## src/rtl/vga_timing_gen.sv

```systemverilog
// Parametrised raster timing generator: a pixel-clock divider feeding h/v counters,
// with every output taken from one register stage so sync, video_on and coordinates stay aligned.
module vga_timing_gen #(
  parameter int H_ACTIVE = 640,
  parameter int H_FP     = 16,
  parameter int H_SYNC   = 96,
  parameter int H_BP     = 48,
  parameter int V_ACTIVE = 480,
  parameter int V_FP     = 10,
  parameter int V_SYNC   = 2,
  parameter int V_BP     = 33,
  parameter bit H_POL    = 1'b0,
  parameter bit V_POL    = 1'b0,
  parameter int CLK_DIV  = 2,
  parameter int CNT_W    = 11
) (
  input  logic             clk,
  input  logic             reset,
  input  logic             enable,
  output logic             p_tick,
  output logic             hsync,
  output logic             vsync,
  output logic             video_on,
  output logic [CNT_W-1:0] pixel_x,
  output logic [CNT_W-1:0] pixel_y,
  output logic             line_start,
  output logic             frame_start
);
  localparam int H_TOTAL = H_ACTIVE + H_FP + H_SYNC + H_BP;
  localparam int V_TOTAL = V_ACTIVE + V_FP + V_SYNC + V_BP;
  localparam int DIV_W   = (CLK_DIV > 1) ? $clog2(CLK_DIV) : 1;

  localparam logic [DIV_W-1:0] DIV_LAST = DIV_W'(CLK_DIV - 1);
  localparam logic [CNT_W-1:0] H_LAST   = CNT_W'(H_TOTAL - 1);
  localparam logic [CNT_W-1:0] V_LAST   = CNT_W'(V_TOTAL - 1);
  localparam logic [CNT_W-1:0] H_VIS    = CNT_W'(H_ACTIVE);
  localparam logic [CNT_W-1:0] V_VIS    = CNT_W'(V_ACTIVE);
  localparam logic [CNT_W-1:0] HS_FIRST = CNT_W'(H_ACTIVE + H_FP);
  localparam logic [CNT_W-1:0] HS_LAST  = CNT_W'(H_ACTIVE + H_FP + H_SYNC - 1);
  localparam logic [CNT_W-1:0] VS_FIRST = CNT_W'(V_ACTIVE + V_FP);
  localparam logic [CNT_W-1:0] VS_LAST  = CNT_W'(V_ACTIVE + V_FP + V_SYNC - 1);

  logic [DIV_W-1:0] div;
  logic [CNT_W-1:0] h;
  logic [CNT_W-1:0] v;
  logic             tick;
  logic             h_wrap;
  logic             vid;
  logic             hs_on;
  logic             vs_on;

  // The divider only advances while enabled, so a freeze resumes mid-pixel without skipping.
  assign tick   = enable && (div == DIV_LAST);
  assign h_wrap = (h == H_LAST);
  assign vid    = (h < H_VIS) && (v < V_VIS);
  assign hs_on  = (h >= HS_FIRST) && (h <= HS_LAST);
  assign vs_on  = (v >= VS_FIRST) && (v <= VS_LAST);

  always_ff @(posedge clk) begin
    if (reset) begin
      div         <= '0;
      h           <= '0;
      v           <= '0;
      p_tick      <= 1'b0;
      line_start  <= 1'b0;
      frame_start <= 1'b0;
      hsync       <= ~H_POL;
      vsync       <= ~V_POL;
      video_on    <= 1'b0;
      pixel_x     <= '0;
      pixel_y     <= '0;
    end else begin
      p_tick      <= tick;
      line_start  <= tick && (h == '0);
      frame_start <= tick && (h == '0) && (v == '0);
      if (enable) div <= (div == DIV_LAST) ? '0 : div + 1'b1;
      // Outputs capture the decode of the counter value being left, then the counters move on.
      if (tick) begin
        pixel_x  <= h;
        pixel_y  <= v;
        video_on <= vid;
        hsync    <= hs_on ? H_POL : ~H_POL;
        vsync    <= vs_on ? V_POL : ~V_POL;
        h        <= h_wrap ? '0 : h + 1'b1;
        if (h_wrap) v <= (v == V_LAST) ? '0 : v + 1'b1;
      end
    end
  end
endmodule

```

## config.mk

```make
export PLATFORM = sky130hd
export DESIGN_NAME = vga_timing_gen
export DESIGN_NICKNAME = d
export VERILOG_FILES = /design/src/rtl/vga_timing_gen.sv
export SDC_FILE = /design/constraint.sdc
export NUM_CORES = 1
export LEC_CHECK = 0
export CAP_MARGIN = 5
export CORE_MARGIN = 2
export CORE_UTILIZATION = 40
export CTS_CLUSTER_SIZE = 24
export DETAILED_ROUTE_END_ITERATION = 7
export MAX_ROUTING_LAYER = met4
export PLACE_DENSITY = 0.69
export SLEW_MARGIN = 15
export SYNTH_ARGS = -nofsm -noshare
export SYNTH_HDL_FRONTEND = slang
export SYNTH_SLANG_ARGS = --single-unit
```

## constraint.sdc

```tcl
create_clock -name clk -period 2.5 [get_ports clk]
set_input_delay 0.5 -clock clk [delete_from_list [all_inputs] [get_ports clk]]
set_output_delay 0.5 -clock clk [all_outputs]
set_load 0.05 [all_outputs]
```

==> flow_summary.ini, run 1 <==
[clocking]
cts_repair_resize_count = 0
cts_tree = done
cts_root_buf = clkbuf_8
cts.sinks = 51
clk_pin_slew_ps = 80
cts_buffers = 5
htreeDepth = 2
insertion_delay_ps = 300
hold_buffers = 0
clockBufferDepth = 2
cts_setup_buffers = 0

[yosys]
syn_nets = 273
ys_types = 41
synth_cells = 266
ys_seq_area_share_pct = 46.3
ys_top_cells_by_area = dfxtp_1 (46%), nand2_1 (9.0%), a21oi_1 (7.7%)
synth_top_area_cell = dfxtp_1
avgSynthCellArea_um2 = 8.29
yosys_warnings = 0
synth_top_cell_area_share_pct = 46.3
syn-cell-area_um2 = 2200
synth-seq-cells = 51

[sta]
max_freq_mhz = 500
hold_violations = 0
relSlewSlack_pct = 65.6
rsz0062_at_grt = false
fin_crit_sh_pct = 80.1
maxSlewViolCount = 0
finalSetupTns_ps = 0
clock_skew_ps = 6.15
fin_crit_ps = 2000
setup_viol = 0
tightestPinTransition_ps = 514

[routing]
first_iter_violations = 182
dr.pass1.iters = 4
antenna_left = 0
via_count = 1935
wl_per_cell_um = 14.0
vias_per_cell = 5.33
drc = 0
postRouteWirelength_um = 5090

[cells_and_area]
final_cell_mix = nand2_1 (53), dfxtp_1 (51), a21oi_1 (34)
layout.nets = 297
num-fill-cells = 528
multiInputGateArea_um2 = 1070
seq_area_um2 = 1020
instances_no_fill = 363
diodes = 0
areaGrowthSynthToFinish_pct = 19.8
drive_above_1_share_pct = 5.84
postLayoutCellArea_um2 = 2640
final_common_cell = nand2_1

[die]
fp.dieH_um = 78.2
initial_core_util_pct = 40.8
fp.dieW_um = 78.2
num_io_pins = 31
die_area_um2 = 6120
core_region_area_um2 = 5410
num_rows = 27

[critical_path]
critPathKind = reg2reg
start_kind = flop
crit_family = simple AND/OR/NAND/NOR gates
max_stage_delay_ps = 430
arrival_ps = 2170
path_max_fanout = 11
worst-path-buf-inv = 1
crit_chain = inv_1 -> ha_1 -> or4b_1 -> nor3_1 -> a31o_2 -> a311oi_1
cp.required_ps = 2660
cp_slowest_cell = or4b_1
worstSetupEndpointType = flop

[power]
ir_drop_v = 0.000364
power_density_nw_per_um2 = 519
power_mw = 1.37
leakagePower_nw = 0.844

[global_route]
grt_pass1_vias = 1850
grt_antenna_before_repair = 0
grt_max_degree = 34
grt_pass1_wl_um = 8890
globalRoute.totalOverflow = 0
grt_use_total_pct = 18.7

[placed_design]
place_inst = 355
place_hpwl_um = 3540
placed_area_um2 = 2560
io_buffers = 30
gp_congestion = 0.875

[status]
status = completed

[flow_run]
drv_cap = 0

[worst_hold_path]
hold_path.class = reg2reg
==> synthesized netlist by cell type <==
| cell type | number |
|---|---|
| a221oi_1 | 1 |
| or3_1 | 4 |
| a31o_2 | 1 |
| a211o_1 | 1 |
| a211oi_1 | 1 |
| xor2_1 | 4 |
| and4_1 | 1 |
| a2111oi_0 | 1 |
| ha_1 | 4 |
| nand3b_1 | 1 |
| a21oi_1 | 34 |
| nand4_4 | 1 |
| o21ai_0 | 4 |
| a32oi_1 | 1 |
| buf_2 | 5 |
| o41ai_1 | 1 |
| nor2_1 | 15 |
| clkbuf_1 | 13 |
| o31ai_1 | 4 |
| nand4_1 | 6 |
| inv_1 | 7 |
| nor4_2 | 1 |
| nor4_1 | 4 |
| buf_1 | 1 |
| nand2_1 | 53 |
| nand3_1 | 13 |
| nor3_1 | 4 |
| and3_1 | 4 |
| or4_1 | 4 |
| dfxtp_1 | 51 |
| o21bai_1 | 2 |
| nor3b_1 | 1 |
| nor4bb_1 | 2 |
| and2_1 | 1 |
| buf_6 | 1 |
| nor2b_1 | 1 |
| a311oi_1 | 1 |
| xnor2_1 | 7 |
| and4bb_2 | 1 |
| or4b_1 | 2 |
| nand2b_1 | 2 |
==> flip-flops by register name, summed over array words and instances, names as in the netlist <==
| name | cells |
|---|---|
| div | 1 |
| frame_start | 1 |
| h | 11 |
| hsync | 1 |
| line_start | 1 |
| p_tick | 1 |
| pixel_x | 11 |
| pixel_y | 11 |
| v | 11 |
| video_on | 1 |
| vsync | 1 |
==> per-stage QoR <==
| step | util, % | hold slack [ps] | setup WS [ps] |
|---|---|---|---|
| CTS | 48.8 | 460 | 511 |
| global placement | 47.3 | 443 | 287 |
| global route | 48.8 | 476 | 379 |
| detailed placement | 47.3 | 447 | 257 |
| finish | 48.8 | 456 | 498 |
| floorplan | - | 473 | 738 |
==> layer usage <==
layer	GRT usage, %	up-vias	wire length, um
met5	-	-	0
met4	6.84	0	106
met3	3.22	10	212
met2	31.0	49	2450
met1	22.9	904	2320
li1	-	972	-
==> worst register-to-register path, stage by stage, from the launching register on <==
cell	delay (ps)
dfxtp_1	400
inv_1	90
ha_1	140
or4b_1	440
nor3_1	330
a31o_2	390
a311oi_1	80
==> path summary, 6_finish.rpt <==
kind	cells past startpoint	from	slack, ps	endpoint
worst min-delay path	2	pixel_y[8]	460	pixel_y[8]
worst max register to register	6	v[0]	500	v[5]
worst min register to register	2	pixel_y[8]	460	pixel_y[8]
worst max-delay path	6	v[0]	500	v[5]
==> final cells by class <==
type                       instances  area share, %
clock buffer                       7           2.89
clock inverter                     1          0.190
inverter                           7          0.995
multi-input combinational        188           40.5
sequential                        51           38.7
tap                               72           3.41
timing repair buffer              37           13.4
==> cell families after synthesis <==
family | after synthesis | share of synthesized area [%]
compound gates | 52 | 13.8
xor+xnor | 11 | 4.37
flops | 51 | 46.3
simple gates | 121 | 28.0
buf+inv | 27 | 5.22
fa+ha+maj | 4 | 2.27
==> power breakdown <==
part | leakage (nW) | internal, mW | total, mW | switching [mW]
Clock | 0.0422 | 0.197 | 0.457 | 0.260
Combinational | 0.390 | 0.0288 | 0.0871 | 0.0584
Sequential | 0.412 | 0.819 | 0.826 | 0.00711
Total | 0.844 | 1.04 | 1.37 | 0.325
Note: power is estimated with default switching activity, not from simulation.
==> inputs of run 2 (changes only) <==
--- a/config.mk
+++ b/config.mk
@@ -11,7 +11,7 @@
 export CTS_CLUSTER_SIZE = 24
 export DETAILED_ROUTE_END_ITERATION = 7
 export MAX_ROUTING_LAYER = met4
-export PLACE_DENSITY = 0.69
+export PLACE_DENSITY = 0.71
 export SLEW_MARGIN = 15
 export SYNTH_ARGS = -nofsm -noshare
 export SYNTH_HDL_FRONTEND = slang
==> constraint.sdc (replaced) <==
create_clock -name clk -period 1.6 [get_ports clk]
set_input_delay 0.32 -clock clk [delete_from_list [all_inputs] [get_ports clk]]
set_output_delay 0.32 -clock clk [all_outputs]
set_load 0.05 [all_outputs]
==> flow_summary.ini, run 2 (synthesis gave the netlist of run 1 again) <==
[power]
ir_drop_v = 0.000570
p_seq_share_pct = 57.6
leakagePower_nw = 1.13
p_int_mw = 1.70
power_density_nw_per_um2 = 723
clkPwrFrac_pct = 34.6
combPwrFrac_pct = 7.8
p_sw_share_pct = 24.0
switching_power_uw = 537

[critical_path]
critPathKind = reg2reg
start_kind = flop
cp_slowest_cell = or4b_4
cp.required_ps = 1810
arrival_ps = 1900
crit_chain = inv_2 -> ha_4 -> or4b_4 -> nor3_4 -> buf_4 -> a31o_4 -> nor2_1
worstSetupEndpointType = flop
path_max_fanout = 5
max_stage_delay_ps = 470

[cells_and_area]
seq_area_um2 = 1030
num-fill-cells = 497
fin_util_pct = 57.2
layout.nets = 341
final_cell_mix = buf_4 (77), nand2_1 (53), dfxtp_1 (47)
drive_above_1_share_pct = 34.3
areaGrowthSynthToFinish_pct = 40.2
final_common_cell = buf_4
instances_no_fill = 407
postLayoutCellArea_um2 = 3090
multiInputGateArea_um2 = 1250
diodes = 0

[global_route]
grt_pass1_wl_um = 10300
globalRoute.totalOverflow = 0
grt_max_degree = 19
grt_antenna_before_repair = 0
grt_pass1_vias = 2141
grt_use_total_pct = 21.9

[die]
initial_core_util_pct = 40.8
core_region_area_um2 = 5410
num_rows = 27
num_io_pins = 31
die_area_um2 = 6120
fp.dieW_um = 78.2
fp.dieH_um = 78.2

[clocking]
cts.sinks = 51
hold_buffers = 0
cts_tree = done
cts_buffers = 5
clockBufferDepth = 2
insertion_delay_ps = 310
cts_root_buf = clkbuf_8
htreeDepth = 2
clk_pin_slew_ps = 90

[routing]
postRouteWirelength_um = 6150
wl_per_cell_um = 15.1
antenna_left = 0
first_iter_violations = 141
dr.pass1.iters = 4
via_count = 2191
vias_per_cell = 5.38
drc = 0

[sta]
clock_skew_ps = 5.90
maxSlewViolCount = 0
layout_setup_ws_ps = -86.7
rsz0062_at_grt = true
max_freq_mhz = 593
fin_crit_sh_pct = 105
tightestPinTransition_ps = 514
relSlewSlack_pct = 65.7
fin_crit_ps = 1690
setup_viol = 12
hold_violations = 0

[placed_design]
pre_cts_ws_ps = -491
place_inst = 392
io_buffers = 30
gp_congestion = 0.937
place_hpwl_um = 4140
placed_area_um2 = 2790

[flow_run]
drv_cap = 0

[worst_hold_path]
hold_path.class = reg2reg

[status]
violations = setup timing
status = complete, but fails checks
run 2: changes by cell type in the layout (fill, tap and decap cells not counted), moves of 3 or more:
cell	change
ha_1	-3
a21oi_1	-5
clkdlybuf4s50_1	-29
dfxtp_1	-4
buf_4	+70
a21oi_2	+5
run 2: per-stage QoR:
| stage | power, mW | TNS, ps | hold WS (ps) |
|---|---|---|---|
| after floorplan | 1.41 | 0 | 457 |
| after global placement | 1.47 | -7430 | 443 |
| after detailed placement | 1.48 | -8710 | 451 |
| after CTS | 2.25 | -618 | 464 |
| after global routing | 2.33 | -1530 | 481 |
| final | 2.23 | -808 | 459 |
run 2: final cells by class:
| class | count | area share (%) |
|---|---|---|
| Clock buffer | 7 | 2.79 |
| Clock inverter | 1 | 0.162 |
| Inverter | 7 | 0.850 |
| Timing Repair Buffer | 79 | 19.3 |
| Multi-Input combinational cell | 190 | 40.6 |
| Sequential cell | 51 | 33.4 |
| Tap cell | 72 | 2.91 |
run 2: worst paths after layout:
kind | start | endpoint | slack, ps | cells after the start
setup reg to reg | v[0] | v[0] | -90 | 7
hold reg to reg | pixel_y[4] | pixel_y[4] | 460 | 2
setup / recovery | v[0] | v[0] | -90 | 7
hold / removal | pixel_y[4] | pixel_y[4] | 460 | 2
run 2: power groups by stage:
stage / sequential (mW) / clock [mW] / combinational, mW
CTS: 1.29 / 0.787 / 0.171
global placement: 1.32 / 0 / 0.158
global route: 1.29 / 0.859 / 0.186
finish: 1.29 / 0.773 / 0.174
floorplan: 1.34 / 0 / 0.0675
detailed placement: 1.32 / 0 / 0.159
run 2: timing repair:
| action | 4_1_cts | 5_1_grt |
|---|---|---|
| cloned | 2 | 0 |
| pin swaps | 7 | 5 |
| endpoints found under the setup margin | 13 | 19 |
| setup buffers | 3 | 2 |
| gates resized for setup | 23 | 9 |
run 2: worst max-delay path, delay by kind of cell, from the launching register on:
family | cells | cell delay (ps)
DFF | 1 | 340
buffers and inverters | 2 | 220
adders and majority gates | 1 | 120
AOI/OAI and AO/OA | 1 | 190
and+or+nand+nor | 3 | 710
run 2: metal layers:
metal | track usage [%] | part of all wire (%) | vias to the layer above
li1 | - | - | 1064
met2 | 36.6 | 51 | 84
met3 | 5.75 | 6.5 | 17
met4 | 8.77 | 2.4 | 0
met5 | - | 0 | -
met1 | 25.2 | 40 | 1026
